==> src/rtl/mult_div_unit.sv <==
// Iterative multiply/divide unit with HI/LO result registers, one result bit per cycle.
// Build option: define MDU_DIV_EN to include the restoring divider; otherwise div/divu complete as no-ops.
`timescale 1ns/1ps

module mult_div_unit #(
  parameter int WIDTH = 32,
  parameter int CNT_W = 6
) (
  input  logic             clk,
  input  logic             rst,
  input  logic             start,
  input  logic [1:0]       op,
  input  logic [WIDTH-1:0] a,
  input  logic [WIDTH-1:0] b,
  input  logic             flush,
  output logic             busy,
  output logic             done,
  output logic [WIDTH-1:0] hi,
  output logic [WIDTH-1:0] lo,
  output logic             div_by_zero
);

  typedef enum logic [1:0] {S_IDLE = 2'd0, S_RUN = 2'd1, S_DONE = 2'd2} state_t;

  state_t           state_q, state_d;
  logic [CNT_W-1:0] cnt_q, cnt_d;
  logic [WIDTH-1:0] acc_q, acc_d;   // mult: running upper half; div: partial remainder
  logic [WIDTH-1:0] wrk_q, wrk_d;   // mult: multiplier / lower half; div: dividend -> quotient
  logic [WIDTH-1:0] opd_q, opd_d;   // mult: multiplicand magnitude; div: divisor magnitude
  logic [WIDTH-1:0] hi_q, hi_d, lo_q, lo_d;
  logic             neg_lo_q, neg_lo_d, dbz_q, dbz_d;
`ifdef MDU_DIV_EN
  logic             is_div_q, is_div_d, neg_hi_q, neg_hi_d;
  logic [WIDTH:0]   div_shift, div_diff;
  logic             div_ge;
`endif

  logic               signed_op;
  logic [WIDTH-1:0]   mag_a, mag_b;
  logic [WIDTH:0]     mul_sum;
  logic [WIDTH-1:0]   acc_nx, wrk_nx;
  logic [2*WIDTH-1:0] prod, prod_s;

  assign signed_op = ~op[0];
  assign mag_a     = (signed_op && a[WIDTH-1]) ? -a : a;
  assign mag_b     = (signed_op && b[WIDTH-1]) ? -b : b;

  // One iteration of the datapath; the FSM decides whether to commit it.
  always_comb begin
    mul_sum = {1'b0, acc_q} + (wrk_q[0] ? {1'b0, opd_q} : '0);
    acc_nx  = mul_sum[WIDTH:1];
    wrk_nx  = {mul_sum[0], wrk_q[WIDTH-1:1]};
`ifdef MDU_DIV_EN
    div_shift = {acc_q, wrk_q[WIDTH-1]};
    div_diff  = div_shift - {1'b0, opd_q};
    div_ge    = ~div_diff[WIDTH];
    if (is_div_q) begin
      acc_nx = div_ge ? div_diff[WIDTH-1:0] : div_shift[WIDTH-1:0];
      wrk_nx = {wrk_q[WIDTH-2:0], div_ge};
    end
`endif
    prod   = {acc_nx, wrk_nx};
    prod_s = neg_lo_q ? -prod : prod;
  end

  always_comb begin
    // NOTE: every signal gets a default first so no path through this block infers a latch.
    state_d  = state_q;
    cnt_d    = cnt_q;
    acc_d    = acc_q;
    wrk_d    = wrk_q;
    opd_d    = opd_q;
    neg_lo_d = neg_lo_q;
    hi_d     = hi_q;
    lo_d     = lo_q;
    dbz_d    = 1'b0;
`ifdef MDU_DIV_EN
    is_div_d = is_div_q;
    neg_hi_d = neg_hi_q;
`endif
    case (state_q)
      S_RUN: begin
        cnt_d = cnt_q - CNT_W'(1);
        acc_d = acc_nx;
        wrk_d = wrk_nx;
        if (cnt_d == '0) begin
          state_d = S_DONE;
`ifdef MDU_DIV_EN
          if (is_div_q) begin
            lo_d = neg_lo_q ? -wrk_nx : wrk_nx;
            hi_d = neg_hi_q ? -acc_nx : acc_nx;
          end else
`endif
          {hi_d, lo_d} = prod_s;
        end
      end
      default: begin
        state_d = S_IDLE;
        if (start) begin
          cnt_d    = CNT_W'(WIDTH);
          acc_d    = '0;
          neg_lo_d = signed_op & (a[WIDTH-1] ^ b[WIDTH-1]);
          if (op[1]) begin
`ifdef MDU_DIV_EN
            is_div_d = 1'b1;
            neg_hi_d = signed_op & a[WIDTH-1];
            wrk_d    = mag_a;
            opd_d    = mag_b;
            if (b == '0) begin
              state_d = S_DONE;
              hi_d    = a;
              lo_d    = '1;
              dbz_d   = 1'b1;
            end else begin
              state_d = S_RUN;
            end
`else
            state_d = S_DONE;
`endif
          end else begin
`ifdef MDU_DIV_EN
            is_div_d = 1'b0;
`endif
            wrk_d   = mag_b;
            opd_d   = mag_a;
            state_d = S_RUN;
          end
        end
      end
    endcase
    // Flush overrides everything, including a same-cycle start.
    if (flush) begin
      state_d = S_IDLE;
      hi_d    = hi_q;
      lo_d    = lo_q;
      dbz_d   = 1'b0;
    end
  end

  // NOTE: state registers use non-blocking assignments so every flop samples pre-edge values.
  always_ff @(posedge clk or posedge rst) begin
    if (rst) begin
      state_q  <= S_IDLE;
      cnt_q    <= '0;
      acc_q    <= '0;
      wrk_q    <= '0;
      opd_q    <= '0;
      neg_lo_q <= 1'b0;
      hi_q     <= '0;
      lo_q     <= '0;
      dbz_q    <= 1'b0;
`ifdef MDU_DIV_EN
      is_div_q <= 1'b0;
      neg_hi_q <= 1'b0;
`endif
    end else begin
      state_q  <= state_d;
      cnt_q    <= cnt_d;
      acc_q    <= acc_d;
      wrk_q    <= wrk_d;
      opd_q    <= opd_d;
      neg_lo_q <= neg_lo_d;
      hi_q     <= hi_d;
      lo_q     <= lo_d;
      dbz_q    <= dbz_d;
`ifdef MDU_DIV_EN
      is_div_q <= is_div_d;
      neg_hi_q <= neg_hi_d;
`endif
    end
  end

  assign busy        = (state_q == S_RUN);
  assign done        = (state_q == S_DONE);
  assign hi          = hi_q;
  assign lo          = lo_q;
  assign div_by_zero = dbz_q;

endmodule

==> config.mk <==
export PLATFORM = sky130hd
export DESIGN_NAME = mult_div_unit
export DESIGN_NICKNAME = d
export VERILOG_FILES = /design/src/rtl/mult_div_unit.sv
export SDC_FILE = /design/constraint.sdc
export NUM_CORES = 1
export LEC_CHECK = 0
export ABC_AREA = 1
export CAP_MARGIN = 10
export CORE_ASPECT_RATIO = 0.5
export CORE_MARGIN = 8
export CORE_UTILIZATION = 55
export DETAILED_ROUTE_END_ITERATION = 7
export DONT_BUFFER_PORTS = 1
export PLACE_DENSITY = 0.81
export SYNTH_ARGS = -nofsm -noshare
export SYNTH_HDL_FRONTEND = slang
export SYNTH_SLANG_ARGS = --single-unit
==> constraint.sdc <==
create_clock -name clk -period 6.9 [get_ports clk]
set_input_delay 0.69 -clock clk [delete_from_list [all_inputs] [get_ports clk]]
set_output_delay 0.69 -clock clk [all_outputs]
set_load 0.01 [all_outputs]
==> reports/summary.txt <==
Worst Slack Setup Final: 3.138 ns
setup bufs post-CTS: 0
setup tns final: 0 ns
Final Cycle Share: 0.5453
Worst Path Required: 7.28 ns
Area Growth Syn to Fin: 6.769%
Core ar.: 0.02269 mm²
largest net degree at the start of global routing: 101
vias per cell: 5.601
CTS H-tree lvls: 4
Max Buffers Root-to-Sink: 2
CP bufs+invs: 1
Die X: 230.3 µm
initial antenna violation count: 0
Hold Vio Cnt, Final: 0
Slowest-stage cell, CP: dfrtp_1
Setup crit end kind: flop
IO buf count: 0
Final #Nets: 1991
Worst setup SP type: flop
clock-pin slew on the worst setup and hold paths: 0.07 ns
Cell Pwr Density: 253.0 mW/mm²
CP Data Arrival Time: 4.14 ns
cell mode on critical path: nand2_1
Syn Area/Cell: 6.613 µm²
Worst Clk Skew: 0.01740 ns
Yosys top cell by area: dfrtp_1
Place WS: 3.263 ns
crit-path leading delay family: simple AND/OR/NAND/NOR gates
global placer's final weighted congestion: 0.9860
min Tclk post-route: 3.762 ns
Top Layer Used: met4
Post-Syn Instances: 1909
#FFs+latches synth: 169
vias in the first global route: 11275
Rows: 39
gr ovfl total: 0
max cap viols: 0
Setup violations, final: 0
RSZ-0062 raised after global routing: false
hold crit path type: input port to async pin
die height: 123.1 µm
routed wire length per instance: 17.11 µm
IO Count: 137
critical path cell sequence: nand2_1 > inv_1 > ha_1 > fa_1 > nor3_1 > nand3_1 > nor2_1 > nand2_1 > nor2_2 > nand3_1 > nand2_2 > nand2_1 > nand2_1 > nand3_1 > nand2_1
1st-pass router iterations: 6
syn nets: 2017
Detailed Route Iter0 Violations: 1477
layout cells sized above 1: 0.07546
CTS tree: done
total track usage: 0.2659
routed wl met3: 3585 µm
full die area: 0.02835 mm²
Max stage delay on crit path: 1.14 ns
r2r setup slk: 3.14 ns
Cell Area, Synth: 0.01262 mm²
worst-path fanout max: 33
top cell type's share of synthesized area: 0.3350
CTS Buf Count: 17
Slew @ Worst Pin: 1.214 ns
Area contributors post-synth: dfrtp_1 33%, nand2_1 19%, inv_1 7.3%
leading cell type in the layout, fill and taps excluded: nand2_1
post_cts resized: 0
n_diodes: 0
# fillers: 2123
DR vias: 12333
sequential fraction of the synthesis area: 0.3350
residual DRC count: 0
clock root buffer: clkbuf_16
met1 wire length: 16550 µm
Max VDD drop: 141.5 µV
Netlist cell types: 45
Yosys warnings: 0
status: complete, no violations
Hold-fix buffers, CTS: 0
hpwl dp: 28570 µm
# clock sinks: 169
Slew Limit Fails: 0
Routed WL: 37680 µm
metal2 WL: 16300 µm
Starting Density: 0.5564
Skew-Pair Late Insertion Delay: 0.45 ns
Fmax: 265.8 MHz
Slew headroom: 0.1905
most frequent cells in the layout: 653 x nand2_1, 244 x inv_1, 168 x dfrtp_1
CP Class: flop to flop
P_leak: 7.123 nW
first-pass GRT wire length: 60660 µm
Post-DRT Antenna Nets: 0
-- cell type report --
type | count | area [µm²] | area share
multi-input cells | 1417 | 7181 | 0.5327
flip-flops and latches | 169 | 4230 | 0.3138
inverters | 271 | 1023 | 0.07593
clock buffers | 19 | 442.9 | 0.03286
well taps | 307 | 384.1 | 0.02850
clock inverters | 12 | 165.2 | 0.01225
repair buffers | 7 | 52.55 | 0.003899
-- sequential cells by signal, indices dropped and copies added, names as in the netlist --
name,count
wrk_q,32
state_q,2
opd_q,32
lo,32
hi,32
neg_lo_q,1
cnt_q,6
acc_q,32
-- cell usage after synthesis, drive strengths merged --
cell    instances
a21oi          31
nand3b          6
nand2         686
ha             37
xor2           83
fa              1
o211ai          1
nor4            1
conb            1
dfrtp         169
clkbuf         41
buf            11
nor2          185
a22o            2
xnor2          17
clkinv          3
and3            3
nor3           32
inv           268
nand3         111
nand4          21
o31ai           7
o41ai           1
o22ai           7
o21ai         133
a31oi           8
or2             7
o21bai          5
o221ai         27
and2            4
-- worst paths after layout --
| path | cells past startpoint | from | endpoint |
|---|---|---|---|
| max | 15 | wrk_q[0] | hi[25] |
| min | 1 | rst | lo[25] |
| max reg2reg | 15 | wrk_q[0] | hi[25] |
| min reg2reg | 2 | opd_q[31] | opd_q[31] |
| max in group asynchronous | 2 | rst | opd_q[14] |
| min in group clk | 1 | flush | state_q[0] |
-- worst reg2reg max path, delay by kind of cell, from the launching register on --
kind,cells,cell delay [ns]
fa+ha+maj,2,0.85
buf+inv,1,0.09
flops,1,1.14
simple gates,12,1.62
-- power by group --
group,switching (W),internal (W)
sequential,0.000175,0.00114
clock,0.000435,0.000584
combinational,0.000725,0.000354
-- stage by stage --
step	util	hold slack (ns)	power (W)	instances	cell area (µm²)
CTS	0.5940	0.2877	0.003395	2202	13480
detailed placement	0.5672	0.4761	0.002371	2171	12870
global placement	0.5672	0.4701	0.002359	2171	12870
finish	0.5940	0.2942	0.003411	2202	13480
global route	0.5940	0.2957	0.003600	2202	13480
floorplan	-	0.4489	0.002077	1909	12620
-- logic make-up (layout without fill, tap and decap cells) --
family / Yosys count / in the layout / share of synthesized area
other: 1 / 1 / 0.0002970
XOR/XNOR: 100 / 100 / 0.06938
AO/OA/AOI/OAI: 222 / 222 / 0.1019
adder cells (fa/ha/maj): 38 / 38 / 0.03826
AND/OR/NAND/NOR: 1056 / 1056 / 0.3582
buffers and inverters: 323 / 309 / 0.09703
flip-flops: 169 / 169 / 0.3350
-- layer usage --
layer	global-route usage	vias up
li1	-	5957
met4	0.09453	0
met3	0.05543	85
met1	0.3714	5726
met5	0	-
met2	0.4086	565
(Power assumes the default switching activity.)
